[src/rtl/seq_game_ctrl.sv]
// rtl/seq_game_ctrl.sv - Simon-style sequence game controller driven by a 30-bit pattern ROM
module seq_game_ctrl #(
   parameter int STEP_TICKS    = 25_000_000,
   parameter int GAP_TICKS     = 12_500_000,
   parameter int TIMEOUT_TICKS = 250_000_000
) (
   input  logic        clk,
   input  logic        reset,
   input  logic        start,
   input  logic [3:0]  sel,
   output logic [3:0]  rom_dir,
   input  logic [29:0] rom_dato,
   input  logic        btn_valid,
   input  logic [2:0]  btn_code,
   output logic [2:0]  show_code,
   output logic [3:0]  level,
   output logic        busy,
   output logic        win,
   output logic        lose
);

   // One shared tick counter serves SHOW, GAP and the INPUT timeout, so it is
   // sized for the largest of the three durations.
   localparam int MAX_SG = (STEP_TICKS > GAP_TICKS) ? STEP_TICKS : GAP_TICKS;
   localparam int MAX_T  = (MAX_SG > TIMEOUT_TICKS) ? MAX_SG : TIMEOUT_TICKS;
   localparam int TICK_W = $clog2(MAX_T + 1);

   localparam logic [TICK_W-1:0] STEP_LAST = TICK_W'(STEP_TICKS - 1);
   localparam logic [TICK_W-1:0] GAP_LAST  = TICK_W'(GAP_TICKS - 1);
   localparam logic [TICK_W-1:0] TO_LAST   = TICK_W'((TIMEOUT_TICKS > 0) ? TIMEOUT_TICKS - 1 : 0);
   localparam logic              TO_EN     = (TIMEOUT_TICKS != 0);
   localparam logic [3:0]        MAX_LEVEL = 4'd10;

   typedef enum logic [2:0] {
      S_IDLE, S_FETCH, S_LATCH, S_SHOW, S_GAP, S_INPUT, S_WIN, S_LOSE
   } state_t;

   state_t              state_q, state_d;
   logic [3:0]          rom_dir_q, rom_dir_d;
   logic [29:0]         pattern_q, pattern_d;
   logic [3:0]          level_q, level_d;
   logic [3:0]          idx_q, idx_d;
   logic                replay_q, replay_d;
   logic [2:0]          show_q, show_d;
   logic                busy_q, busy_d;
   logic                win_q, win_d;
   logic                lose_q, lose_d;
   logic [TICK_W-1:0]   tick_q, tick_d;
   logic                last_step;

   // Step k of the pattern word, first step in the top three bits.
   function automatic logic [2:0] step_at(input logic [29:0] pat, input logic [3:0] idx);
      logic [5:0]  amt;
      logic [29:0] shifted;
      amt     = {2'b00, idx} * 6'd3;
      shifted = pat << amt;
      return shifted[29:27];
   endfunction

   // Next-state and next-output logic; tick counter restarts on every state entry.
   always_comb begin
      state_d   = state_q;
      rom_dir_d = rom_dir_q;
      pattern_d = pattern_q;
      level_d   = level_q;
      idx_d     = idx_q;
      replay_d  = replay_q;
      show_d    = show_q;
      busy_d    = busy_q;
      win_d     = win_q;
      lose_d    = lose_q;
      tick_d    = '0;
      last_step = (idx_q == (level_q - 4'd1));

      case (state_q)
         S_IDLE, S_WIN, S_LOSE: begin
            if (start) begin
               state_d   = S_FETCH;
               rom_dir_d = sel;
               win_d     = 1'b0;
               lose_d    = 1'b0;
               level_d   = 4'd1;
               idx_d     = 4'd0;
               replay_d  = 1'b0;
               busy_d    = 1'b1;
               show_d    = 3'd0;
            end
         end
         S_FETCH: begin
            state_d = S_LATCH;
         end
         S_LATCH: begin
            // Show step 0 straight from the ROM word so it appears with the latch.
            pattern_d = rom_dato;
            show_d    = rom_dato[29:27];
            state_d   = S_SHOW;
         end
         S_SHOW: begin
            if (tick_q == STEP_LAST) begin
               show_d  = 3'd0;
               state_d = S_GAP;
            end else begin
               tick_d = tick_q + TICK_W'(1);
            end
         end
         S_GAP: begin
            if (tick_q == GAP_LAST) begin
               if (replay_q) begin
                  // Pause after a completed round: start the longer replay.
                  replay_d = 1'b0;
                  idx_d    = 4'd0;
                  show_d   = step_at(pattern_q, 4'd0);
                  state_d  = S_SHOW;
               end else if (!last_step) begin
                  idx_d   = idx_q + 4'd1;
                  show_d  = step_at(pattern_q, idx_q + 4'd1);
                  state_d = S_SHOW;
               end else begin
                  idx_d   = 4'd0;
                  state_d = S_INPUT;
               end
            end else begin
               tick_d = tick_q + TICK_W'(1);
            end
         end
         S_INPUT: begin
            // A press takes priority over a timeout expiring in the same cycle.
            if (btn_valid) begin
               if (btn_code != step_at(pattern_q, idx_q)) begin
                  state_d = S_LOSE;
                  lose_d  = 1'b1;
                  busy_d  = 1'b0;
               end else if (!last_step) begin
                  idx_d = idx_q + 4'd1;
               end else if (level_q == MAX_LEVEL) begin
                  state_d = S_WIN;
                  win_d   = 1'b1;
                  busy_d  = 1'b0;
               end else begin
                  level_d  = level_q + 4'd1;
                  idx_d    = 4'd0;
                  replay_d = 1'b1;
                  state_d  = S_GAP;
               end
            end else if (TO_EN && (tick_q == TO_LAST)) begin
               state_d = S_LOSE;
               lose_d  = 1'b1;
               busy_d  = 1'b0;
            end else if (TO_EN) begin
               tick_d = tick_q + TICK_W'(1);
            end
         end
         default: begin
            state_d = S_IDLE;
         end
      endcase
   end

   // State and output registers with synchronous reset.
   always_ff @(posedge clk) begin
      if (reset) begin
         state_q   <= S_IDLE;
         rom_dir_q <= 4'd0;
         pattern_q <= 30'd0;
         level_q   <= 4'd0;
         idx_q     <= 4'd0;
         replay_q  <= 1'b0;
         show_q    <= 3'd0;
         busy_q    <= 1'b0;
         win_q     <= 1'b0;
         lose_q    <= 1'b0;
         tick_q    <= '0;
      end else begin
         state_q   <= state_d;
         rom_dir_q <= rom_dir_d;
         pattern_q <= pattern_d;
         level_q   <= level_d;
         idx_q     <= idx_d;
         replay_q  <= replay_d;
         show_q    <= show_d;
         busy_q    <= busy_d;
         win_q     <= win_d;
         lose_q    <= lose_d;
         tick_q    <= tick_d;
      end
   end

   assign rom_dir   = rom_dir_q;
   assign show_code = show_q;
   assign level     = level_q;
   assign busy      = busy_q;
   assign win       = win_q;
   assign lose      = lose_q;

endmodule
[config.mk]
export PLATFORM = sky130hd
export DESIGN_NAME = seq_game_ctrl
export DESIGN_NICKNAME = d
export VERILOG_FILES = /design/src/rtl/seq_game_ctrl.sv
export SDC_FILE = /design/constraint.sdc
export NUM_CORES = 1
export LEC_CHECK = 0
export ABC_AREA = 1
export CAP_MARGIN = 10
export CORE_MARGIN = 1
export CORE_UTILIZATION = 50
export CTS_BUF_LIST = sky130_fd_sc_hd__clkbuf_16
export DETAILED_ROUTE_END_ITERATION = 10
export PLACE_DENSITY = 0.71
export SYNTH_ARGS = -nofsm -noshare
export SYNTH_HDL_FRONTEND = slang
export SYNTH_SLANG_ARGS = --single-unit
[constraint.sdc]
create_clock -name clk -period 9.2 [get_ports clk]
set_input_delay 1.84 -clock clk [delete_from_list [all_inputs] [get_ports clk]]
set_output_delay 1.84 -clock clk [all_outputs]
set_load 0.05 [all_outputs]
Word-level counts from Yosys, hierarchy flattened

Index checks and enable logic that the tools add are counted.

Add/sub/neg operators: 4
$mul: 2
Equality and inequality tests: 27
Shifts and indexed selects: 2
Muxes and demuxes: 60
Reductions and logical operators: 14

Operator list:

| cell                    | count |
|---|---|
| $mux W28                | 4 |
| $pmux W28 S3            | 1 |
| $shl A30 B6 Y30         | 2 |
| $mux W4                 | 13 |
| $mux W3                 | 14 |
| $add A28 B1 Y28 const B | 1 |
| $eq A28 B24 Y1 const B  | 1 |
| $eq A28 B25 Y1 const B  | 1 |
| $eq A28 B28 Y1 const B  | 1 |
| $mux W1                 | 19 |
| $pmux W3 S6             | 1 |
| $reduce_and A6 Y1       | 3 |
| $ne A2 B2 Y1 const B    | 8 |
| $reduce_and A5 Y1       | 3 |
| $eq A3 B3 Y1 const B    | 4 |
| $mul A4 B2 Y6 const B   | 2 |
| $ne A3 B3 Y1 const B    | 4 |
| $pmux W3 S4             | 1 |
| $pmux W4 S3             | 1 |
| $add A4 B1 Y4 const B   | 2 |
| $ne A4 B4 Y1 const B    | 2 |
| $pmux W4 S2             | 1 |
| $reduce_and A7 Y1       | 1 |
| $eq A3 B2 Y1 const B    | 2 |
| 15 further kinds        | 17 |

Register bits after elaboration: 80
Bits of input ports: 41
Output and inout port bits: 14
Logic and storage cells: 120

Depth between registers and ports, before layout

Word-level depth: 7
Depth in mapped cells: 21

Worst setup path after synthesis

Ideal clock, no wire load.

Path kind: register to register
Start point: register idx_q[0]
End point: register show_q[2], in the netlist show_code[2]
Data arrival time: 2.817 ns
Data required time: 9.085 ns
Path slack: 6.268 ns
Stages on the path, launching flop included: 20
Period minus slack after synthesis: 2.932 ns
Cell sequence: dfxtp_1 inv_2 buf_2 ha_1 inv_1 buf_4 nand2_1 nand2_1 inv_1 ha_1 inv_1 clkbuf_1 o21ai_0 a21oi_1 o21ai_1 nand2_1 nand2_1 nand3_1 a21oi_1 o21a_1

Word-level cells in the longest chain between the ends: 7
Elaborated cells between the ends (all ways): 10
Those cells by class: add/sub: 1; mul: 1; eq/ne: 2; shift: 1; mux: 4; reduce/logical: 1

Ends and longest elaborated chain:

| element                  | RTL line | text |
|---|---|---|
| start: declaration       | 42       | `logic [3:0] idx_q, idx_d;` |
| start signal: assignment | 178      | `idx_q <= idx_d;` |
| $add A4 B1 Y4            | 116      | `show_d = step_at(pattern_q, idx_q + 4'd1);` |
| $mul A4 B2 Y6            | 55       | `amt = {2'b00, idx} * 6'd3;` |
| $shl A30 B6 Y30          | 56       | `shifted = pat << amt;` |
| $mux W3                  | 114      | `end else if (!last_step) begin` |
| $mux W3                  | 108      | `if (replay_q) begin` |
| $mux W3                  | 107      | `if (tick_q == GAP_LAST) begin` |
| $pmux W3 S4              | 75       | `case (state_q)` |
| end signal: assignment   | 180      | `show_q <= show_d;` |
| end: declaration         | 44       | `logic [2:0] show_q, show_d;` |

Several ways; a longest one is shown, not always the timed one. The select of a mux whose other input is x is not followed.
A chain may end at the register's enable or synchronous reset.

Final worst setup path

Ends and elaborated chain as after synthesis.

==> flow_summary.yaml <==
cts:
  ctsHtreeMaxLevel: 3
  cts_resized: 0
  numCtsBuffers: 9
  ctsHoldBuffers: 0
  cts_tree: "built"
  cts_buffer_depth: 2
  clkLatencyLatePin_ps: 350
  clock_sinks: 80
  path_clk_slew_ps: 70
  cts_root_buf: "clkbuf_16"
  cts_setup_buffers: 0
cells_and_area:
  fin_area_sq_um: 6420
  diodes: 0
  final_nets: 969
  syn_to_final_growth_pct: 16.4
  drive_gt1_frac: 0.0599
floorplanning:
  rows: 37
  die_x_um: 107
  ioPinCount: 55
  die_area_sq_um: 11500
  coreArea_sq_um: 10500
  start_util: 0.525
  die_y_um: 107
power_and_ir_drop:
  leakage_nw: 2.67
  clkPwrFrac: 0.203
  power_density_nw_per_um2: 329
  power.switching_w: 0.00103
  ir_worst_vdd_v: 0.000158
  seq_power_share: 0.226
  swShare: 0.489
  intPower_w: 0.00108
  combPwrFrac: 0.571
logic_synthesis:
  ys_ff_latch: 80
  async_reset_ff_frac: 0
  ys_seq_area_frac: 0.290
  ys_warn_count: 0
  synthCells: 875
  synth_fp_nets: 931
  synth_edf_count: 0
  avgSynthCellArea_sq_um: 6.30
  syn-cell-area_sq_um: 5520
  synth_cell_types: 43
  ys.flop_type: "dfxtp_1"
timing:
  hold_viol: 0
  layout_min_cycle_time_ps: 4380
  setup_violations: 0
  tns_ps: 0
  skew_ps: 7.45
  worst_slew_pin_slew_ps: 1110
  slew_headroom: 0.258
  fmax_ghz: 0.229
  finalCritPeriodShare: 0.476
  drv_slew: 0
  rsz0062_at_grt: "false"
worst_setup_path:
  setup.worst_path.end_class: "flip-flop"
  cp_common_cell: "nand2_1"
  crit_path_max_incr_delay_ps: 870
  reg2reg_from: "idx_q[0]$_SDFFE_PP0P_"
  critPathSlowestCell: "ha_1"
  cp_data_required_time_ps: 9440
  cp-start-kind: "flip-flop"
  ff2ff_path_depth: 17
  startpoint: "idx_q[0]$_SDFFE_PP0P_"
  path_max_fanout: 40
  critical_path_class: "flip-flop to flip-flop"
  r2r_end: "show_code[2]$_SDFFE_PP0P_"
  crit_path_cell_trace: "buf_4 > inv_2 > ha_1 > inv_1 > nand2_1 > nand2_1 > inv_1 > ha_1 > inv_1 > o21ai_0 > a21oi_1 > o21ai_0 > nand2_1 > nand2_1 > nand3_1 > a21oi_1 > o21a_1"
  cp.arrival_ps: 4620
  reg2reg_slack_ps: 4820
  critPathCapture: "show_code[2]$_SDFFE_PP0P_"
global_route:
  overflow: 0
  grt_max_degree: 46
  grt_antenna_before_repair: 0
  grt_util_all_layers: 0.274
  grt_pass1_wl_mm: 25.1
  grt_pass1_vias: 5370
placed_design:
  place_congestion: 0.948
  port_buffers: 54
  hpwl_mm: 11.2
  dpl_cell_area_sq_um: 6070
worst_hold_path:
  hp-class: "flip-flop to flip-flop"
route:
  routed_wl_mm: 15.0
  drc: 0
  via_count: 5876
  avgViaCountPerCell: 5.57
  drtIter0Drc: 512
  first_pass_iters: 5
  ant_nets: 0
  wire_per_inst_um: 14.2
outcome:
  status: "completed"
flow_run:
  drv_cap: 0
[worst max-delay path, delay by kind of cell (launching register included)]
family | cells | cell delay (ps)
buffers and inverters | 5 | 1560
adders and majority gates | 2 | 1210
AOI/OAI and AO/OA | 5 | 600
and+or+nand+nor | 5 | 560
DFF | 1 | 320
[state kept, by name, summed over array words and instances (netlist names)]
name	cells
show_code	3
pattern_q	30
replay_q	1
rom_dir	4
state_q	3
lose	1
level	4
busy	1
win	1
tick_q	28
idx_q	4
[metal layers]
metal | vias to the layer above | global-route usage | part of all wire
met5 | - | 0 | 0
met4 | 0 | 0.119 | 0.023
met1 | 2686 | 0.377 | 0.47
met2 | 227 | 0.426 | 0.44
met3 | 32 | 0.0359 | 0.068
li1 | 2931 | - | -
[synthesized netlist by cell type, types with 4 or more instances]
master	number	area, sq um
buf_6	4	45.0
nor2_1	108	405
buf_4	4	30.0
nor4_1	7	43.8
nor3_1	11	55.1
inv_2	8	30.0
nand3_1	77	385
xnor2_1	6	52.6
inv_1	105	394
clkbuf_1	14	52.6
a31oi_1	8	50.1
nand2_2	10	62.6
o21ai_1	10	50.1
dfxtp_1	80	1600
o211ai_1	5	37.5
o21ai_0	57	285
xor2_1	23	201
buf_2	7	35.0
nand3_2	4	40.0
ha_1	14	175
nand2_1	201	754
a21oi_1	61	305
nand4_1	20	125
[power by group through the flow]
stage	Clock (W)	Combinational, W	Sequential [W]
CTS	0.000436	0.00118	0.000477
floorplan	0	0.000852	0.000540
detailed placement	0	0.00117	0.000484
global route	0.000447	0.00135	0.000487
global placement	0	0.00116	0.000483
finish	0.000428	0.00120	0.000478
[through the flow]
stage	setup slack, ps	cells	utilization	hold slack, ps	total power, W
after detailed placement	4920	1038	0.578	445	0.00165
after global routing	4350	1054	0.611	484	0.00228
after floorplan	6270	875	-	418	0.00139
after CTS	4900	1054	0.611	458	0.00209
after global placement	5020	1038	0.578	429	0.00164
final	4820	1054	0.611	453	0.00211
[kinds of logic after synthesis]
| kind of cell | Yosys count | synth area share |
|---|---|---|
| and+or+nand+nor | 454 | 0.367 |
| AOI/OAI and AO/OA | 152 | 0.149 |
| buffers and inverters | 144 | 0.110 |
| DFF | 80 | 0.290 |
| xor gates and xnor gates | 30 | 0.0490 |
| adders and majority gates | 15 | 0.0354 |
[layout by cell type, fill, tap and decap left out, drive strengths merged, types with 2 or more instances in the layout]
cell,count
nand2,212
inv,116
nor2,113
nand3,82
dfxtp,80
o21ai,68
a21oi,61
clkdlybuf4s50,54
xor2,24
nand4,21
ha,14
nor3,14
clkbuf,9
a31oi,8
nor4,8
xnor2,6
o211ai,5
o22ai,3
a211oi,3
bufinv,3
buf,3
o21a,2
nor3b,2
[worst min path at each step]
stage	start	to	slack (ps)	depth (start not counted)
after detailed placement	tick_q[0]$_SDFF_PP0_	tick_q[0]$_SDFF_PP0_	450	1
after CTS	tick_q[0]$_SDFF_PP0_	tick_q[0]$_SDFF_PP0_	460	1
after global placement	tick_q[0]$_SDFF_PP0_	tick_q[0]$_SDFF_PP0_	430	1
after floorplan	tick_q[0]$_SDFF_PP0_	tick_q[0]$_SDFF_PP0_	420	1
after global routing	win$_SDFFE_PP0P_	win$_SDFFE_PP0P_	480	2
final	tick_q[0]$_SDFF_PP0_	tick_q[0]$_SDFF_PP0_	450	1
[cell type report]
cell class / instances / area (sq um)
multi-input cells: 651 / 3310
repair buffers: 57 / 563
clock buffers: 9 / 225
fillers: 1000 / 4090
inverters: 114 / 428
well taps: 136 / 170
clock inverters: 7 / 126
flip-flops and latches: 80 / 1600
(Power assumes the default switching activity.)
